[src/rtl/datapath_pkg.sv]
// Shared constants and types for the datapath sequencer: opcodes, FSM states,
// register-file write-select codes and instruction classes.
package datapath_pkg;

  localparam int TIMEOUT_DEF = 16;

  localparam logic [3:0] OP_NOP  = 4'h0;
  localparam logic [3:0] OP_MUL  = 4'h8;
  localparam logic [3:0] OP_DIV  = 4'h9;
  localparam logic [3:0] OP_SWAP = 4'hA;
  localparam logic [3:0] OP_HALT = 4'hF;

  localparam logic [1:0] WDST_R1    = 2'b00;
  localparam logic [1:0] WDST_R1R2  = 2'b01;
  localparam logic [1:0] WDST_R1R15 = 2'b10;
  localparam logic [1:0] WDST_NONE  = 2'b11;

  typedef enum logic [2:0] {
    S_IDLE, S_FETCH, S_DECODE, S_EXEC, S_WB, S_HALT
  } state_e;

  typedef enum logic [2:0] {
    CLS_NOP, CLS_SINGLE, CLS_MULTI, CLS_SWAP, CLS_HALT, CLS_ILLEGAL
  } cls_e;

endpackage

[src/rtl/instr_class_decode.sv]
// Combinational opcode classifier: instruction class, write-select code and
// illegal flag.
module instr_class_decode
  import datapath_pkg::*;
(
  input  logic [3:0] opcode,
  output cls_e       cls,
  output logic [1:0] wdst,
  output logic       illegal
);

  always_comb begin
    cls  = CLS_ILLEGAL;
    wdst = WDST_NONE;
    case (opcode)
      OP_NOP: cls = CLS_NOP;
      4'h1, 4'h2, 4'h3, 4'h4, 4'h5, 4'h6, 4'h7: begin
        cls  = CLS_SINGLE;
        wdst = WDST_R1;
      end
      OP_MUL, OP_DIV: begin
        cls  = CLS_MULTI;
        wdst = WDST_R1R15;
      end
      OP_SWAP: begin
        cls  = CLS_SWAP;
        wdst = WDST_R1R2;
      end
      OP_HALT: cls = CLS_HALT;
      default: ;
    endcase
  end

  assign illegal = (cls == CLS_ILLEGAL);

endmodule

[src/rtl/datapath_sequencer.sv]
// Fetch/decode/execute/writeback sequencer driving a register file and a
// multi-cycle ALU, with EXEC timeout and a terminal HALT state.
module datapath_sequencer
  import datapath_pkg::*;
#(
  parameter int TIMEOUT = TIMEOUT_DEF,
  parameter int PC_W    = 8
) (
  input  logic            clk,
  input  logic            rst,
  input  logic            start,
  input  logic [15:0]     instr,
  input  logic            instr_valid,
  output logic            instr_ready,
  output logic [PC_W-1:0] pc,
  output logic [3:0]      read_add1,
  output logic [3:0]      read_add2,
  output logic [1:0]      write_dst,
  output logic [3:0]      alu_op,
  output logic            alu_start,
  input  logic            alu_done,
  output logic            halted,
  output logic            err
);

  localparam int CNT_W = $clog2(TIMEOUT + 1);

  state_e            state_q;
  logic [15:0]       ir_q;
  logic [PC_W-1:0]   pc_q;
  logic [CNT_W-1:0]  cnt_q;
  logic [1:0]        write_dst_q;
  logic              alu_start_q, instr_ready_q, halted_q, err_q;

  logic              fetch_acc;
  logic [3:0]        dec_op;
  cls_e              dec_cls;
  logic [1:0]        dec_wdst;
  logic              dec_illegal;
  logic              unused_funct;

  // Classify the incoming word on the accepting FETCH edge so alu_start and
  // the illegal-opcode err can be registered into the DECODE cycle.
  assign fetch_acc = (state_q == S_FETCH) && instr_valid;
  assign dec_op    = fetch_acc ? instr[15:12] : ir_q[15:12];

  instr_class_decode u_dec (
    .opcode  (dec_op),
    .cls     (dec_cls),
    .wdst    (dec_wdst),
    .illegal (dec_illegal)
  );

  always_ff @(posedge clk or negedge rst) begin
    if (!rst) begin
      state_q       <= S_IDLE;
      ir_q          <= '0;
      pc_q          <= '0;
      cnt_q         <= '0;
      write_dst_q   <= WDST_NONE;
      alu_start_q   <= 1'b0;
      instr_ready_q <= 1'b0;
      halted_q      <= 1'b0;
      err_q         <= 1'b0;
    end else begin
      alu_start_q <= 1'b0;
      err_q       <= 1'b0;
      write_dst_q <= WDST_NONE;
      case (state_q)
        S_IDLE: if (start) begin
          state_q       <= S_FETCH;
          instr_ready_q <= 1'b1;
        end
        S_FETCH: if (instr_valid) begin
          ir_q          <= instr;
          pc_q          <= pc_q + PC_W'(1);
          state_q       <= S_DECODE;
          instr_ready_q <= 1'b0;
          alu_start_q   <= (dec_cls == CLS_MULTI);
          err_q         <= dec_illegal;
        end
        S_DECODE: case (dec_cls)
          CLS_SINGLE, CLS_SWAP: begin
            state_q     <= S_WB;
            write_dst_q <= dec_wdst;
          end
          CLS_MULTI: begin
            state_q <= S_EXEC;
            cnt_q   <= '0;
          end
          CLS_HALT: begin
            state_q  <= S_HALT;
            halted_q <= 1'b1;
          end
          default: begin
            state_q       <= S_FETCH;
            instr_ready_q <= 1'b1;
          end
        endcase
        // alu_done is tested first so a result on the last allowed cycle wins.
        S_EXEC: if (alu_done) begin
          state_q     <= S_WB;
          write_dst_q <= dec_wdst;
        end else if (cnt_q == CNT_W'(TIMEOUT - 1)) begin
          state_q       <= S_FETCH;
          instr_ready_q <= 1'b1;
          err_q         <= 1'b1;
        end else begin
          cnt_q <= cnt_q + CNT_W'(1);
        end
        S_WB: begin
          state_q       <= S_FETCH;
          instr_ready_q <= 1'b1;
        end
        S_HALT: ;
        default: state_q <= S_IDLE;
      endcase
    end
  end

  assign instr_ready  = instr_ready_q;
  assign pc           = pc_q;
  assign read_add1    = ir_q[11:8];
  assign read_add2    = ir_q[7:4];
  assign write_dst    = write_dst_q;
  assign alu_op       = ir_q[15:12];
  assign alu_start    = alu_start_q;
  assign halted       = halted_q;
  assign err          = err_q;
  assign unused_funct = ^ir_q[3:0];

endmodule
[config.mk]
export PLATFORM = sky130hd
export DESIGN_NAME = datapath_sequencer
export DESIGN_NICKNAME = d
export VERILOG_FILES = /design/src/rtl/datapath_pkg.sv /design/src/rtl/instr_class_decode.sv /design/src/rtl/datapath_sequencer.sv
export SDC_FILE = /design/constraint.sdc
export NUM_CORES = 1
export LEC_CHECK = 0
export BUFFER_PORTS_ARGS = -buffer_cell sky130_fd_sc_hd__buf_4
export CORE_MARGIN = 10
export CORE_UTILIZATION = 30
export CTS_CLUSTER_DIAMETER = 40
export DETAILED_ROUTE_END_ITERATION = 8
export PLACE_DENSITY = 0.49
export SYNTH_ARGS = -nofsm -noshare
export SYNTH_HDL_FRONTEND = slang
export SYNTH_SLANG_ARGS = --single-unit
export TNS_END_PERCENT = 50
[constraint.sdc]
create_clock -name clk -period 4.5 [get_ports clk]
set_clock_uncertainty 0.05 [all_clocks]
set_input_delay 0.675 -clock clk [delete_from_list [all_inputs] [get_ports clk]]
set_output_delay 0.675 -clock clk [all_outputs]
set_load 0.05 [all_outputs]
# After elaboration in Yosys (flattened, before gate mapping)

Index checks and enable logic that the tools add are counted.

Register bits after elaboration: 38
Output and inout bits: 26
Logic and storage cells: 84

$add $sub $neg: 2
Equal/unequal tests: 30
Multiplexer cells: 28
Bitwise logic cells: 1
Reductions and logical operators: 14

Operators with widths:

| kind                                                            | number |
|---|---|
| 3-bit case mux with 6 select lines                              | 1 |
| 4-bit by 3-bit == test with 1-bit output, second input constant | 4 |
| 4-bit == test, second input constant                            | 4 |
| 5-bit 2-to-1 mux                                                | 3 |
| 3-bit case mux with 5 select lines                              | 1 |
| 2-bit inequality test, second input constant                    | 7 |
| 3-bit by 2-bit == test with 1-bit output, second input constant | 4 |
| 3-bit == test, second input constant                            | 4 |
| 3-bit 2-to-1 mux                                                | 4 |
| 1-bit 2-to-1 mux                                                | 10 |
| 5-bit case mux with 2 select lines                              | 1 |
| 3-bit case mux with 3 select lines                              | 1 |
| 8-bit by 1-bit adder with 8-bit output, second input constant   | 1 |
| 4-bit by 2-bit == test with 1-bit output, second input constant | 2 |
| 4-bit AND reduction                                             | 2 |
| 7-bit OR reduction                                              | 1 |
| 3-bit by 1-bit == test with 1-bit output, second input constant | 2 |
| 2-bit case mux with 3 select lines                              | 1 |
| 6-bit AND reduction                                             | 1 |
| 5-bit by 1-bit adder with 5-bit output, second input constant   | 1 |
| 5-bit by 4-bit == test with 1-bit output, second input constant | 1 |
| 1-bit case mux with 5 select lines                              | 1 |
| 5-bit nonzero test                                              | 1 |
| 4-bit by 1-bit == test with 1-bit output, second input constant | 1 |
| other kinds (13)                                                | 16 |

# Logic depth before layout (Yosys ltp)

Depth after elaboration: 10
Depth in mapped cells: 7
Mapped depth without buffers: 7

# Cells and area by module

Synthesis repeated with hierarchy kept, for this count alone.

Cells, all modules: 145
Area total of the unflattened synthesis: 1670.4 um^2

By module, submodules not included:

| module             | times used | cells each | area an instance (um^2) | seq. area each (um^2) |
|---|---|---|---|---|
| datapath_sequencer | 1          | 131        | 1584.0                  | 853.3 |
| instr_class_decode | 1          | 14         | 86.3                    | 0.0 |

# Worst setup path before layout

No wires, ideal clock.

Path type: reg-to-reg
Start point: reg cnt_q[0]
End point: reg cnt_q[3]
Data arrival time: 1650 ps
Setup slack: 2674 ps
Cell stages (with the launch flop): 7
Path buffers: 0
Period minus slack after synthesis: 1826 ps
Cell sequence: dfrtp_1 > ha_1 > and3_1 > ha_1 > or4_1 > xor2_1 > nor2_1

Word-level cells in the longest chain between the ends: 4

RTL lines:

| item                                   | line                      | text |
|---|---|---|
| start: declaration                     | datapath_sequencer.sv:31  | `logic [CNT_W-1:0] cnt_q;` |
| start signal: assignment               | datapath_sequencer.sv:109 | `cnt_q <= cnt_q + CNT_W'(1);` |
| 5-bit by 1-bit adder with 5-bit output | datapath_sequencer.sv:109 |  |
| 5-bit 2-to-1 mux                       | datapath_sequencer.sv:104 | `end else if (cnt_q == CNT_W'(TIMEOUT - 1)) begin` |
| 5-bit 2-to-1 mux                       | datapath_sequencer.sv:101 | `S_EXEC: if (alu_done) begin` |
| 5-bit case mux with 2 select lines     | datapath_sequencer.sv:69  | `case (state_q)` |

Several ways; a longest one is shown, not always the timed one. The select of a mux whose other input is x is not followed.
A chain may end at the register's enable or synchronous reset.

# Final worst setup path

Start point: reg state_q[1]
End point: reg state_q[1]

Word-level cells in the longest chain between the ends: 10

RTL lines:

| item                                                                                                        | line                                               | text |
|---|---|---|
| start: declaration                                                                                          | datapath_sequencer.sv:28                           | `state_e state_q;` |
| start signal: assignment                                                                                    | datapath_sequencer.sv:56                           | `state_q <= S_IDLE;` |
| start signal: assignment                                                                                    | datapath_sequencer.sv:71                           | `state_q <= S_FETCH;` |
| start signal: assignment                                                                                    | datapath_sequencer.sv:77                           | `state_q <= S_DECODE;` |
| 3-bit by 1-bit == test with 1-bit output                                                                    | datapath_sequencer.sv:44, datapath_sequencer.sv:69 |  |
| 1-bit logical AND                                                                                           | datapath_sequencer.sv:44                           | `assign fetch_acc = (state_q == S_FETCH) && instr_valid;` |
| 4-bit 2-to-1 mux                                                                                            | datapath_sequencer.sv:45                           | `assign dec_op = fetch_acc ? instr[15:12] : ir_q[15:12];` |
| 4-bit by 1-bit == test with 1-bit output, or another cell as far along                                      | instr_class_decode.sv:15                           | `case (opcode)` |
| 7-bit OR reduction / 2-bit OR reduction (equally long branches)                                             | instr_class_decode.sv:15                           |  |
| 3-bit case mux with 5 select lines                                                                          | instr_class_decode.sv:15                           |  |
| 3-bit by 1-bit == test with 1-bit output / 3-bit by 2-bit == test with 1-bit output (equally long branches) | datapath_sequencer.sv:82                           | `S_DECODE: case (dec_cls)` |
| 2-bit OR reduction                                                                                          | datapath_sequencer.sv:82                           |  |
| 3-bit case mux with 3 select lines                                                                          | datapath_sequencer.sv:82                           |  |
| 3-bit case mux with 6 select lines                                                                          | datapath_sequencer.sv:69                           |  |

Several ways; a longest one is shown, not always the timed one.

==> results.toml <==
[route]
drt-total-wl_um = 3624
drtAntennaViolNets = 0
vias = 1155
routed_via_density = 4.602
drc = 0
drtIter0Drc = 30
drtPass1Iterations = 4
wl_per_cell_um = 14.44

[logic_synthesis]
ys_types = 37
yosys.area.top_type = "dfrtp_1"
synth_edf_count = 0
ys.flop_type = "dfrtp_1"
synth_area_leaders = "dfrtp_1, mux2_2, dfstp_2"
synth-seq-area-share = 0.5408
syn_avg_cell_area_sq_um = 11.52
syn_inst = 137
ys.warnings.count = 0
ys_ff_latch = 34
syn_area_sq_mm = 0.001578
yosysTopAreaCellShare = 0.5075
async_flop_share = 1.000
syn_nets = 161

[timing]
fin_crit_ns = 1.985
worst_slack_ns = 2.515
tightest_slew_ns = 0.4422
setup_tns_ns = 0
finalSetupViolCount = 0
max_freq_mhz = 503.8
finalCritPeriodShare = 0.4411
hold_viol = 0
slew_violations = 0
relSlewSlack = 0.7052
rsz0062_at_grt = "false"
whs_ns = 0.2830

[final_layout]
drive_above_1_share = 0.3646
finish.instance_area_sq_mm = 0.002033
fin_util = 0.3981
antennaDiodeCount = 0
final_common_cell = "buf_4"
layout.nets = 204
area_growth_pct = 28.87
final_cells = 251
layout_common_cells = "buf_4, dfrtp_1, mux2_2"
fillers = 514

[setup_path]
reg2reg_depth = 4
start_kind = "register"
criticalPathCategory = "reg2reg"
cp.arrival_ns = 2.11
r2r-start = "state_q[1]$_DFFE_PN0P_"
reg2reg_slack_ns = 2.52
r2r-end = "state_q[1]$_DFFE_PN0P_"
critPathCaptureType = "register"
path_max_fanout = 22
required_ns = 4.62

[global_routing]
antenna_found_initial = 0
track_usage = 0.08778
grt_max_degree = 35
grt_pass1_vias = 1243
gr-total-overflow = 0
grt_pass1_wl_um = 6106

[place]
place_ws_ns = 2.362
dp.cells = 243
place.gp.congestion = 0.7086
port_buffers = 42
hpwl_um = 2720
postPlaceCellArea_sq_mm = 0.001938

[floorplanning]
io_pins = 47
coreArea_sq_mm = 0.005107
start_util = 0.3089
row_count = 26
die-area_sq_mm = 0.008560
die_h_um = 92.52
die_w_um = 92.52

[worst_hold_path]
hold_class = "in2async"

[clocking]
cts_buffers = 5
cts_buffer_depth = 2
postCtsSetupBuffers = 0
cts_hold_buf = 0
htree_levels = 2
post_cts_resized = 0
path_clk_slew_ns = 0.07
clock_latency_ns = 0.28
root_buffer = "clkbuf_8"
clock-sinks = 34
cts_tree = "done"

[status]
status = "finished clean"

[job]
maxCapViolCount = 0

[power]
power_density_mw_per_mm2 = 786.0
p_leak_nw = 0.9284
peakVddDrop_mv = 0.3867
power.total_mw = 1.598
## cells by family (layout without fill, tap and decap cells)
group / Yosys count / count (layout) / share of synthesized area
AND/OR/NAND/NOR: 48 / 48 / 0.1642
adder cells (fa/ha/maj): 3 / 3 / 0.02379
XOR/XNOR: 10 / 10 / 0.05551
multiplexers: 15 / 15 / 0.1047
flip-flops: 34 / 34 / 0.5408
buffers and inverters: 9 / 53 / 0.03410
AO/OA/AOI/OAI: 18 / 18 / 0.07693
## worst max-delay path by stage
| stage | start | depth (start not counted) | slack, ns | endpoint |
|---|---|---|---|---|
| after floorplan | cnt_q[0]$_DFFE_PN0P_ | 6 | 2.67 | cnt_q[3]$_DFFE_PN0P_ |
| after global placement | instr_valid | 5 | 2.39 | state_q[1]$_DFFE_PN0P_ |
| after detailed placement | instr_valid | 5 | 2.36 | state_q[1]$_DFFE_PN0P_ |
| after CTS | state_q[1]$_DFFE_PN0P_ | 4 | 2.51 | state_q[1]$_DFFE_PN0P_ |
| after global routing | state_q[1]$_DFFE_PN0P_ | 4 | 2.38 | state_q[1]$_DFFE_PN0P_ |
| final | state_q[1]$_DFFE_PN0P_ | 4 | 2.52 | state_q[1]$_DFFE_PN0P_ |
## layer usage
metal,vias to the layer above,wire length (um),global-route usage
met5,-,0,0
met4,0,10,0.02314
met1,548,1711,0.1107
met2,37,1506,0.1212
li1,568,-,-
met3,2,396,0.05569
## worst max-delay path: stages, from the launching register on
cell and delay [ns]:
dfrtp_1 0.49, and4bb_4 0.61, mux2i_1 0.33, o21ai_0 0.16, or2_1 0.22
## power by group
| group | switching, mW | total [mW] | internal [mW] |
|---|---|---|---|
| combinational | 0.515 | 0.807 | 0.293 |
| clock | 0.109 | 0.232 | 0.123 |
| sequential | 0.130 | 0.559 | 0.429 |
## final cells by class
class / instances / area [sq um] / area share
sequential: 34 / 853.3 / 0.4197
tap: 70 / 87.58 / 0.04308
multi-input combinational: 94 / 670.6 / 0.3298
timing repair buffer: 42 / 315.3 / 0.1551
clock buffer: 6 / 82.58 / 0.04062
clock inverter: 2 / 12.51 / 0.006154
inverter: 3 / 11.26 / 0.005538
## registers in the layout, summed over array words and instances (netlist names)
name	cells
ir_q	12
pc	8
cnt_q	5
state_q	3
write_dst	2
alu_start	1
err	1
halted	1
instr_ready	1
## cells in the mapped netlist, types with 2 or more instances
cell type	number
and3_1	4
or3_1	2
nor2b_1	2
xor2_1	5
buf_6	2
a21oi_1	2
nor3_1	5
o22ai_1	3
a211oi_1	2
xnor2_1	5
nand2_1	9
mux2i_1	3
o21ai_0	5
ha_1	3
nand2b_1	3
mux2_2	12
nand3_1	5
dfrtp_1	32
inv_1	3
dfstp_2	2
clkbuf_1	2
nor2_1	11
No activity file was read; power rests on OpenSTA's default activity.
